**config.mk**
```make
export PLATFORM = sky130hd
export DESIGN_NAME = onehot_to_bin
export DESIGN_NICKNAME = d
export VERILOG_FILES = /design/src/rtl/common_pkg.sv /design/src/rtl/onehot_prio_enc.sv /design/src/rtl/onehot_to_bin.sv
export SDC_FILE = /design/constraint.sdc
export NUM_CORES = 1
export LEC_CHECK = 0
export CAP_MARGIN = 20
export CORE_AREA = 2 2 62 64
export DETAILED_ROUTE_END_ITERATION = 8
export DIE_AREA = 0 0 64 66
export GPL_ROUTABILITY_DRIVEN = 0
export PLACE_DENSITY = 0.78
export SYNTH_ARGS = -nofsm -noshare
export SYNTH_HDL_FRONTEND = slang
export SYNTH_SLANG_ARGS = --single-unit
export TNS_END_PERCENT = 1
```
**constraint.sdc**
```tcl
create_clock -name clk -period 1.9 [get_ports clk]
set_clock_uncertainty 0.05 [all_clocks]
set_input_delay 0.285 -clock clk [delete_from_list [all_inputs] [get_ports clk]]
set_output_delay 0.285 -clock clk [all_outputs]
set_load 0.005 [all_outputs]
```
**src/rtl/common_pkg.sv**
```systemverilog
// Shared types and helpers for the one-hot encoder/decoder family.
// The beat struct carries a bin field sized for the widest supported encoder.
package common_pkg;

  localparam int ENC_BIN_MAX = 8;

  function automatic int onehot_width(input int bin_width);
    return 32'd2 << (bin_width - 32'd1);
  endfunction

  typedef struct packed {
    logic [ENC_BIN_MAX-1:0] bin;
    logic                   zero;
    logic                   multi;
  } enc_beat_t;

endpackage

```
**src/rtl/onehot_prio_enc.sv**
```systemverilog
// Combinational lowest-set-bit priority encoder with zero-hot and multi-hot flags.
// The bin field is zero-extended to the package-wide width.
module onehot_prio_enc
  import common_pkg::*;
#(
  parameter  int BIN_WIDTH    = 4,
  localparam int ONEHOT_WIDTH = onehot_width(BIN_WIDTH)
) (
  input  logic [ONEHOT_WIDTH-1:0] onehot,
  output enc_beat_t               beat
);

  logic [BIN_WIDTH-1:0]    low_idx_s;
  logic [ONEHOT_WIDTH-1:0] clr_low_s;

  // Scan high to low so the last hit, the lowest set bit, wins.
  always_comb begin
    low_idx_s = '0;
    for (int i = ONEHOT_WIDTH - 1; i >= 0; i--) begin
      low_idx_s = onehot[i] ? i[BIN_WIDTH-1:0] : low_idx_s;
    end
  end

  assign clr_low_s = onehot & (onehot - {{(ONEHOT_WIDTH-1){1'b0}}, 1'b1});

  always_comb begin
    beat                     = '0;
    beat.bin[BIN_WIDTH-1:0]  = low_idx_s;
    beat.zero                = (onehot == '0);
    beat.multi               = |clr_low_s;
  end

endmodule

```
**src/rtl/onehot_to_bin.sv**
```systemverilog
// Two-stage elastic one-hot-to-binary encoder with malformed-beat flags
// and a saturating error counter.
module onehot_to_bin
  import common_pkg::*;
#(
  parameter  int BIN_WIDTH     = 4,
  parameter  int ERR_CNT_WIDTH = 8,
  localparam int ONEHOT_WIDTH  = onehot_width(BIN_WIDTH)
) (
  input  logic                     clk,
  input  logic                     rst,
  input  logic                     in_valid,
  output logic                     in_ready,
  input  logic [ONEHOT_WIDTH-1:0]  onehot,
  output logic                     out_valid,
  input  logic                     out_ready,
  output logic [BIN_WIDTH-1:0]     bin,
  output logic                     out_zero,
  output logic                     out_multi,
  output logic [ERR_CNT_WIDTH-1:0] err_count,
  input  logic                     err_clr
);

  logic                     s1_valid_q, s1_valid_d;
  logic [ONEHOT_WIDTH-1:0]  s1_onehot_q, s1_onehot_d;
  logic                     s2_valid_q, s2_valid_d;
  logic [BIN_WIDTH-1:0]     bin_q, bin_d;
  logic                     zero_q, zero_d;
  logic                     multi_q, multi_d;
  logic [ERR_CNT_WIDTH-1:0] err_count_q, err_count_d;

  logic      s2_load_s;
  logic      in_fire_s;
  logic      out_fire_s;
  logic      err_beat_s;
  enc_beat_t enc_s;

  onehot_prio_enc #(
    .BIN_WIDTH (BIN_WIDTH)
  ) u_enc (
    .onehot (s1_onehot_q),
    .beat   (enc_s)
  );

  generate
    if (BIN_WIDTH < ENC_BIN_MAX) begin : g_bin_hi
      logic unused_bin_hi_s;
      assign unused_bin_hi_s = ^enc_s.bin[ENC_BIN_MAX-1:BIN_WIDTH];
    end
  endgenerate

  // S2 frees up whenever its beat leaves; S1 may then refill in the same cycle.
  assign s2_load_s  = !s2_valid_q || out_ready;
  assign in_ready   = !rst && (!s1_valid_q || s2_load_s);
  assign in_fire_s  = in_valid && in_ready;
  assign out_fire_s = s2_valid_q && out_ready;
  assign err_beat_s = out_fire_s && (zero_q || multi_q);

  always_comb begin
    s1_valid_d  = s1_valid_q;
    s1_onehot_d = s1_onehot_q;
    if (in_fire_s) begin
      s1_valid_d  = 1'b1;
      s1_onehot_d = onehot;
    end else if (s2_load_s) begin
      s1_valid_d  = 1'b0;
    end else begin
      s1_valid_d  = s1_valid_q;
    end
  end

  always_comb begin
    s2_valid_d = s2_valid_q;
    bin_d      = bin_q;
    zero_d     = zero_q;
    multi_d    = multi_q;
    if (s2_load_s) begin
      s2_valid_d = s1_valid_q;
      if (s1_valid_q) begin
        bin_d   = enc_s.bin[BIN_WIDTH-1:0];
        zero_d  = enc_s.zero;
        multi_d = enc_s.multi;
      end else begin
        bin_d   = bin_q;
      end
    end else begin
      s2_valid_d = s2_valid_q;
    end
  end

  // Clear has priority over a same-cycle increment.
  always_comb begin
    err_count_d = err_count_q;
    if (err_clr) begin
      err_count_d = '0;
    end else if (err_beat_s && (err_count_q != {ERR_CNT_WIDTH{1'b1}})) begin
      err_count_d = err_count_q + {{(ERR_CNT_WIDTH-1){1'b0}}, 1'b1};
    end else begin
      err_count_d = err_count_q;
    end
  end

  always_ff @(posedge clk) begin
    if (rst) begin
      s1_valid_q  <= 1'b0;
      s1_onehot_q <= '0;
      s2_valid_q  <= 1'b0;
      bin_q       <= '0;
      zero_q      <= 1'b0;
      multi_q     <= 1'b0;
      err_count_q <= '0;
    end else begin
      s1_valid_q  <= s1_valid_d;
      s1_onehot_q <= s1_onehot_d;
      s2_valid_q  <= s2_valid_d;
      bin_q       <= bin_d;
      zero_q      <= zero_d;
      multi_q     <= multi_d;
      err_count_q <= err_count_d;
    end
  end

  assign out_valid = s2_valid_q;
  assign bin       = bin_q;
  assign out_zero  = zero_q;
  assign out_multi = multi_q;
  assign err_count = err_count_q;

endmodule

```
# --- Word level (Yosys, flattened, before mapping) ---
# Cells that the tools add are included.
word_totals:
  ff_bits: 32
  input_bits: 21
  out_inout_bits: 16
  wordCells: 45
op_classes:
  addsub: 2
  eq_ne: 1
  muxes: 18
  bitwise: 1
  n_reduce_logical: 16
ops:
  columns: ["operator", "n"]
  rows:
  - ["$mux W4", 16]
  - ["$and A16 B16 Y16", 1]
  - ["$logic_not A16 Y1", 1]
  - ["$reduce_or A16 Y1", 1]
  - ["$sub A16 B1 Y16 const B", 1]
  - ["$add A8 B1 Y8 const B", 1]
  - ["$ne A8 B8 Y1 const B", 1]
  - ["$logic_and A1 B1 Y1", 5]
  - ["$logic_not A1 Y1", 3]
  - ["$logic_or A1 B1 Y1", 3]
  - ["$mux W1", 2]
  - ["$reduce_and A2 Y1", 1]
  - ["$reduce_bool A2 Y1", 1]
  - ["$reduce_or A2 Y1", 1]

# --- Logic depth before layout (Yosys ltp) ---
depth:
  depth_word: 16
  depth_mapped: 7
  mapped_depth_nobuf: 6

# --- By module ---
# A second synthesis with hierarchy kept.
hier_totals:
  cells_unflattened: 196
  hier_area_um2: 1826.8
modules_own_cells:
  columns: ["mod", "instances", "cells_per_inst", "area_each_um2", "seq_area_each_um2"]
  rows:
  - ["onehot_to_bin", 1, 137, 1455.1, 640.6]
  - ["onehot_prio_enc", 1, 59, 371.6, 0.0]

# --- Worst setup path before layout ---
# Ideal clock, no wire load.
synth_timing:
  path_type: "flip-flop to flip-flop"
  from: "reg err_count_q[0] (netlist: err_count[0])"
  to: "reg err_count_q[6] (netlist: err_count[6])"
  setup_ns: 0.124
  t_arrival_ns: 1.410
  t_required_ns: 1.726
  slack_ns: 0.316
  path_stages_with_launch: 7
  n_path_buf: 0
  synth_period_minus_slack_ns: 1.584
  cell_sequence: "dfxtp_1 ha_1 and2_1 a41oi_1 nand3_1 xor2_1 nor2_1"
synth_between:
  elab_chain_cells: 2
  word_cells_on_any_way: 3
  classes_between: "add/sub (1); eq/ne (1); reduce/logical (1)"
synth_rtl:
  columns: ["item", "line_no", "text"]
  rows:
  - ["start: declaration", "onehot_to_bin.sv:30", "logic [ERR_CNT_WIDTH-1:0] err_count_q, err_count_d;"]
  - ["start signal: assignment", "onehot_to_bin.sv:119", "err_count_q <= err_count_d;"]
  - ["parallel branches: the longest is 2 deep, another holds $add A8 B1 Y8", null, null]
# Parallel ways; which one is timed is not known.
# A chain may end at the register's enable or synchronous reset.

# --- Worst setup path after layout ---
layout_timing:
  from: "reg err_count_q[0] (netlist: err_count[0])"
  to: "reg err_count_q[3] (netlist: err_count[3])"
# Same word-level chain as after synthesis.

==> results.yml <==
floorplan:
  die_y_um: 66
  initial_core_util_pct: 42.8
  io_pins: 37
  rows: 22
  die_w_um: 64
  core-area_um2: 3550
  die_area_um2: 4220
power:
  power_mw: 1.36
  irDropWorstVdd_mv: 0.386
  clockPowerShare_pct: 26.2
  pwr-share-comb_pct: 18.4
  pwr-share-seq_pct: 55.4
  p_switching_mw: 0.377
  p_per_area_nw_per_um2: 668
  p_leak_nw: 0.783
  intPower_mw: 0.980
  switching_share_pct: 27.8
layout:
  fin_area_um2: 2030
  layout-drive-gt1-share_pct: 8.05
  antennaDiodeCount: 0
  fin_nets: 258
  final_cell_count_no_fill: 284
  syn_to_final_growth_pct: 33.5
timing:
  grt_setup_unrepaired: "false"
  fin_ws_ns: 0.248
  final_max_slew_viol_count: 0
  period_needed_ns: 1.65
  timing.final.crit_share_pct: 86.9
  tns_ns: 0
  setup_viol: 0
  worst_slew_pin_slew_ns: 0.419
  fmax_ghz: 0.605
  hold_viol_final: 0
  relSlewSlack_pct: 71.4
drt:
  avgViaCountPerCell: 5.35
  wl_per_cell_um: 11.9
  met3_length_um: 215
  antenna_left: 0
  wirelength_um: 3380
  met1Wirelength_um: 1540
  routed.top_layer: "met4"
  dr_wl_met2_um: 1550
  dr.pass1.iters: 4
  drtIter0Drc: 72
  route.detailed.drc: 0
  num_vias: 1520
synth:
  synth_area_leader_cell: "dfxtp_1"
  ys_seq_elements: 32
  synth_edf_count: 0
  ys_types: 43
  async_flop_share_pct: 0
  ys_warn_count: 0
  synth_flop_cell: "dfxtp_1"
  syn_inst: 195
  syn_area_per_cell_um2: 7.80
  yosysMostFrequentCell: "nand2_1"
  synth_common_cells: "nand2_1, dfxtp_1, nand3_1"
  synth_area_leaders: "dfxtp_1, nand2_1, nand3_1"
  syn-cell-area_um2: 1520
  yosysSeqAreaShare_pct: 42.1
  synth_nets: 217
  synth_top_area_share_pct: 42.1
place:
  dp_hpwl_um: 2500
  place_area_um2: 1980
  post-place-ws_ns: -0.0119
  numPortBuffers: 36
  dp.cells: 277
cts:
  cts_sinks: 32
  cts.path.max_buffers: 2
  cts_root_buf: "clkbuf_4"
  clkLatencyLatePin_ns: 0.34
  cts_inserted_buffers: 5
  htreeDepth: 2
  cts_tree: "yes"
  path_clk_slew_ns: 0.09
  post-cts-setup-buffer-count: 0
setup_path:
  worst-r2r-setup-slack_ns: 0.25
  required_ns: 2.12
  r2r.worst_path.cells: 5
  crit_path_max_fanout: 5
  reg2reg_from: "err_count[0]$_SDFFE_PP0P_"
  r2r-end: "err_count[3]$_SDFFE_PP0P_"
  crit_type: "reg2reg"
  cp.arrival_ns: 1.88
  critPathCaptureType: "flop"
  cp-start-kind: "flop"
global_routing:
  antenna_found_initial: 0
  grt_pass1_vias: 1384
  grt_use_total_pct: 18.2
  grt_pass1_wl_um: 6040
  overflow: 0
  grt_max_degree: 20
run_status:
  outcome: "finished, final reports clean"
hold_path:
  hp-class: "reg2reg"
  hold_depth: 2
  hp-start: "bin[0]$_SDFFE_PP0P_"
  hold_end: "bin[0]$_SDFFE_PP0P_"
job:
  max-cap-violations: 0
==> how the worst max path moves through the flow <==
stage                                     end                      start  slack, ns  cells past startpoint
floorplan           err_count[6]$_SDFFE_PP0P_  err_count[0]$_SDFFE_PP0P_       0.32                      6
global placement                     in_ready                  out_ready     -0.007                      4
detailed placement                   in_ready                  out_ready      -0.01                      4
CTS                                  in_ready                  out_ready       0.03                      4
global route        err_count[6]$_SDFFE_PP0P_  err_count[0]$_SDFFE_PP0P_       0.10                      6
finish              err_count[3]$_SDFFE_PP0P_  err_count[0]$_SDFFE_PP0P_       0.25                      5
==> layout make-up <==
class | instances | area (um^2)
Inverter | 4 | 15.0
Tap cell | 48 | 60.1
Multi-Input combinational cell | 149 | 821
Sequential cell | 32 | 641
Fill cell | 328 | 1520
Clock inverter | 1 | 5.00
Clock buffer | 6 | 41.3
Timing Repair Buffer | 44 | 448
==> critical path, cell delays in order, from the launching register on <==
cell and delay, ns:
dfxtp_1 0.36, ha_1 0.22, and2_1 0.20, a41o_1 0.28, or3_1 0.35, a21oi_1 0.14
==> cell usage in the layout, fill, tap and decap left out, drive strengths merged, types with 2 or more instances in the layout <==
master | synthesis | final
nand2 | 38 | 38
clkdlybuf4s50 | 0 | 35
dfxtp | 32 | 32
nand3 | 19 | 19
nor2 | 17 | 17
a21oi | 12 | 12
buf | 6 | 8
o31ai | 7 | 7
o21ai | 7 | 7
nor4 | 6 | 6
clkbuf | 4 | 6
nor3 | 5 | 5
inv | 4 | 4
nand2b | 4 | 4
xor2 | 3 | 3
xnor2 | 3 | 3
nor2b | 2 | 2
and2 | 2 | 2
or3 | 2 | 2
o21a | 2 | 2
o22ai | 2 | 2
==> power groups by stage <==
stage          registers, mW  clock network [mW]  logic [mW]
2_1_floorplan          0.751                   0       0.154
3_3_place_gp           0.765                   0       0.245
3_5_place_dp           0.766                   0       0.247
4_1_cts                0.751               0.371       0.250
5_1_grt                0.759               0.401       0.278
6_report               0.752               0.356       0.249
==> repair_timing <==
item | in CTS | in global routing
hold buffers | 0 | 0
pin swaps | 1 | 0
gates resized for setup | 1 | 1
setup endpoints to repair | 1 | 1
==> sequential cells by signal, summed over array words and instances, names as in the netlist <==
signal,count
s1_onehot_q,16
out_zero,1
err_count,8
bin,4
s1_valid_q,1
out_multi,1
out_valid,1
==> cells by family after synthesis <==
logic type                 after synthesis  synth area share, %
and+or+nand+nor                        101                 31.3
AOI/OAI and AO/OA                       40                 17.4
DFF                                     32                 42.1
buffers and inverters                   14                 4.19
xor gates and xnor gates                 6                 3.45
adders and majority gates                2                 1.48
==> routing by layer <==
| layer | track usage, % | vias up |
|---|---|---|
| li1 | - | 774 |
| met1 | 22.4 | 690 |
| met2 | 28.8 | 47 |
| met3 | 4.77 | 9 |
| met4 | 10.3 | 0 |
| met5 | 0 | - |
==> stage by stage <==
stage	hold WS (ns)	utilization, %
after floorplan	0.334	-
after global placement	0.400	55.7
after detailed placement	0.408	55.7
after CTS	0.420	57.1
after global routing	0.423	57.2
final	0.420	57.2
Note: power is estimated with default switching activity, not from simulation.
==> patch 1, RTL diff (same settings) <==
The parameter `ERR_CNT_WIDTH` goes from 8 to 12.
--- a/src/rtl/onehot_to_bin.sv
+++ b/src/rtl/onehot_to_bin.sv
@@ -4,7 +4,7 @@
   import common_pkg::*;
 #(
   parameter  int BIN_WIDTH     = 4,
-  parameter  int ERR_CNT_WIDTH = 8,
+  parameter  int ERR_CNT_WIDTH = 12,
   localparam int ONEHOT_WIDTH  = onehot_width(BIN_WIDTH)
 ) (
   input  logic                     clk,
Ports: changed (resized err_count); port bits go from 37 to 41. No check against the original RTL was run, so the function may have changed too.
==> patch 1 against the original RTL <==
  * Sequential cell count is 4 higher
  * Cell area increased by 13%
  * Routed wire length up 12%
  * Worst setup slack gained 0.0048 ns
  * Non-clock buffer count grew 2
  * Power grew 14%
  * Area after synthesis up 15%
  * Global-route usage up 1.4 points
  * Critical path type is now reg -> out
==> patch 1: results (changes against the original RTL) <==
stage,metric,value,unit,change
clock_network,Skew-Pair Late Insertion Delay,0.34,ns,about the same
cells_and_area,layout cell share with drive strength beyond 1,7.25,%,-0.80 points
detailed_routing,met3 wire len,194,um,-9.8%
logic_synthesis,syn_nets,245,,+13%
cells_and_area,Final nets,284,,+10%
worst_setup_path,reg-to-reg critical path startpoint,s1_onehot_q[5],,
place,dpl cell area,0.00222,mm^2,+12%
worst_setup_path,worst setup path start,out_valid,,
logic_synthesis,"top cells by area, synth","dfxtp_1, nand2_1, nand3_1, nor2_1, a21oi_1",,
hold_path,Hold Startpoint,onehot[5],,
pwr,Peak VDD IR,0.441,mV,+14%
logic_synthesis,Commonest cells post-synth,"dfxtp_1, nand2_1, nor2_1",,
grt,first-pass GRT wire length,6.49,mm,+7.3%
detailed_routing,drt first pass iters,4,,unchanged
logic_synthesis,post-synthesis sequential area ratio,41.1,%,-0.96 points
cells_and_area,Largest register FFs,16,,unchanged
clock_network,number of CTS-inserted buffers,5,,unchanged
pwr,Leakage,0.861,nW,+9.9%
detailed_routing,via count,1664,,+9.5%
grt,number of global-route vias before repair,1443,,+4.3%
place,post-DP HPWL,2.78,mm,+11%
grt,largest net degree at the start of global routing,21,,+5.0%
logic_synthesis,YS warnings,0,,unchanged
timing,worst rel slew slack,68.9,%,-2.4 points
place,I/O Buffers,40,,+11%
detailed_routing,final wirelength,3.80,mm,+12%
detailed_routing,routed length on met1,1.89,mm,+22%
place,pre-CTS WS,-0.0324,ns,-0.0205 ns
worst_setup_path,Max stage delay on crit path,0.39,ns,+0.03 ns
hold_path,HP Class,in -> reg,,
worst_setup_path,worst-path maximum fanout,4,,-1
detailed_routing,Starting DRT DRC Count,92,,+28%
detailed_routing,WL/cell,12.3,um,+3.0%
pwr,P_sw,0.408,mW,+8.3%
outcome,status,"finished, final reports clean",,
place,Post-Place Cells,303,,+9.4%
worst_setup_path,Worst Path Arrival,1.31,ns,-0.57 ns
logic_synthesis,Post-Syn Instances,223,,+14%
grt,initial antenna violation count,0,,unchanged
logic_synthesis,dominant synthesized flop cell,dfxtp_1,,
detailed_routing,Met2 Routed Length,1.65,mm,+6.3%
logic_synthesis,number of distinct library cells after synthesis,44,,+2.3%
cells_and_area,Fillers,323,,-1.5%
clock_network,post-cts sizing count,2,,+1
grt,Tot GR Track Use,19.6,%,+1.4 points
worst_setup_path,Crit-path slowest cell,dfxtp_1,,
## patch 1: changes by cell type after synthesis, sizes merged, moves of 4 or more
cell,change
clkbuf,+4
dfxtp,+4
nor2,+9
nor3,+4
o21ai,-5
## patch 1: power by group through the flow
stage	Sequential, mW	Clock, mW	Combinational, mW
2_1_floorplan	0.830	0	0.168
3_3_place_gp	0.858	0	0.246
3_5_place_dp	0.859	0	0.250
4_1_cts	0.842	0.463	0.251
5_1_grt	0.851	0.499	0.281
6_report	0.843	0.450	0.249
## patch 1: area by class of cell
class                           instances  area (um^2)  share of cell area [%]
Timing Repair Buffer                   46          469                    20.5
Tap cell                               48         60.1                    2.62
Inverter                                6         22.5                   0.984
Sequential cell                        36          721                    31.5
Clock buffer                            7         65.1                    2.84
Multi-Input combinational cell        167          952                    41.6
## patch 1: cell families after synthesis
group	count (synthesis)	synth area share, %
AND/OR/NAND/NOR	114	31.6
adder cells (fa/ha/maj)	2	1.29
multiplexers	1	0.571
XOR/XNOR	10	5.00
flip-flops	36	41.1
AO/OA/AOI/OAI	40	15.7
buffers and inverters	20	4.64
## patch 1: worst paths after layout
kind | slack (ns) | to | cells after the start
min | 0.42 | s1_onehot_q[5] | 3
min reg2reg | 0.44 | bin[0] | 2
max reg2reg | 0.32 | out_multi | 5
max | 0.25 | in_ready | 3
## patch 1: metal layers
| metal | vias up | global-route usage, % |
|---|---|---|
| li1 | 868 | - |
| met1 | 742 | 27.3 |
| met2 | 46 | 29.0 |
| met3 | 8 | 3.92 |
| met4 | 0 | 8.97 |
| met5 | - | 0 |
## patch 1: worst max-delay path: cells and delay by family, from the launching register on
kind,cells,cell delay [ns]
DFF,1,0.39
buffers and inverters,1,0.27
and+or+nand+nor,1,0.22
AOI/OAI and AO/OA,1,0.10
==> patch 2, RTL diff (same flow settings) <==
Made on the original files. Put one more register stage on the output `err_count`, without a reset. The value now appears one clock later. The other outputs are not delayed to match.
--- a/src/rtl/onehot_to_bin.sv
+++ b/src/rtl/onehot_to_bin.sv
@@ -124,7 +124,9 @@
   assign bin       = bin_q;
   assign out_zero  = zero_q;
   assign out_multi = multi_q;
-  assign err_count = err_count_q;
+  always_ff @(posedge clk) begin
+    err_count <= err_count_q;
+  end
 
 endmodule
 
Behaviour: not the same (Yosys sat finds a counterexample within 4 cycles, from zero or initial values and one cycle with rst high).
==> patch 2 against the original RTL <==
  * Combinational power up 11%
  * Worst setup slack lost 0.11 ns
  * Area after synthesis increased by 11%
  * Power rose by 29%
  * Cell area grew 11%
  * Routed wire length rose by 9.9%
  * Sequential cell count rose by 8
  * Highest routed layer unchanged
==> patch 2: results (changes against the original RTL) <==
stage,metric,value,unit,change
outcome,status,"finished, final reports clean",,
logic_synthesis,"synthesized-area fraction occupied by ao, oa, aoi and oai cells",15.8,%,-1.6 points
detailed_routing,WL/cell,12.9,um,+8.0%
worst_setup_path,Worst Path Arrival,2.00,ns,+0.12 ns
pwr,P_comb,0.276,mW,+11%
logic_synthesis,syn_nets,216,,-0.46%
grt,Tot GR Track Use,19.1,%,+0.84 points
detailed_routing,vias per cell,5.42,,+1.2%
grt,number of global-route vias before repair,1475,,+6.6%
worst_setup_path,reg-to-reg critical path startpoint,s1_onehot_q[15],,
grt,first-pass GRT wire length,6.33,mm,+4.8%
detailed_routing,Starting DRT DRC Count,119,,+65%
detailed_routing,Met2 Routed Length,1.74,mm,+12%
hold_path,Hold Startpoint,err_count_q[1],,
logic_synthesis,Synth Area in Adders,1.34,%,-0.14 points
place,pre-CTS WS,-0.0257,ns,-0.0138 ns
logic_synthesis,XOR/XNOR Fraction of Synth Area,2.60,%,-0.85 points
worst_setup_path,worst-path maximum fanout,7,,+2
clock_network,"Clk pin slew, worst setup/hold paths",0.12,ns,+0.03 ns
pwr,P_sw,0.448,mW,+19%
place,post-DP HPWL,2.64,mm,+5.6%
worst_setup_path,worst reg-to-reg path cell count,6,,+1
hold_path,Hold Path Sink,err_count[1],,
pwr,fraction of power spent switching nets,25.6,%,-2.2 points
cells_and_area,Post-Layout Cell Count,289,,+1.8%
logic_synthesis,number of distinct library cells after synthesis,41,,-4.7%
cells_and_area,layout cell share with drive strength beyond 1,10.8,%,+2.7 points
clock_network,post-cts sizing count,2,,+1
logic_synthesis,post-synthesis sequential area ratio,47.5,%,+5.4 points
worst_setup_path,register-to-register setup slack,0.14,ns,-0.11 ns
grt,met2 Resource Use GR,30.3,%,+1.6 points
place,dpl cell area,0.00217,mm^2,+9.7%
pwr,Clock Power Share,31.6,%,+5.4 points
logic_synthesis,"top cells by area, synth","dfxtp_1, nand2_1, nand3b_1, nor2_1, a21oi_1",,
timing,min Tclk post-route,1.76,ns,+0.105 ns
logic_synthesis,Mean Syn Cell Area,8.68,um^2,+11%
cells_and_area,Fillers,324,,-1.2%
hold_path,worst hold path depth,0,,-2
==> patch 2: changes by cell type in the layout (fill, tap and decap cells not counted), moves of 3 or more <==
| cell | before | now |
|---|---|---|
| nand2b_1 | 4 | 1 |
| nor4_1 | 6 | 2 |
| dfxtp_1 | 32 | 40 |
| nand3_1 | 19 | 2 |
| buf_4 | 6 | 10 |
| nand3b_1 | 1 | 13 |
| nand2_1 | 38 | 35 |
| inv_1 | 4 | 7 |
==> patch 2: area by class of cell <==
class                   instances  area [um^2]  share of cell area, %
multi-input cells             139          833                   36.9
flip-flops and latches         40          801                   35.5
repair buffers                 47          458                   20.3
well taps                      48         60.1                   2.66
clock inverters                 3         42.5                   1.88
clock buffers                   5         37.5                   1.66
inverters                       7         26.3                   1.16
==> patch 2: critical path, stage by stage, from the launching register on <==
cell and delay (ns):
dfxtp_1 0.49, nor2_2 0.05, o31ai_1 0.18, a211oi_1 0.11, o311a_1 0.28, or4_1 0.39, a21oi_1 0.14
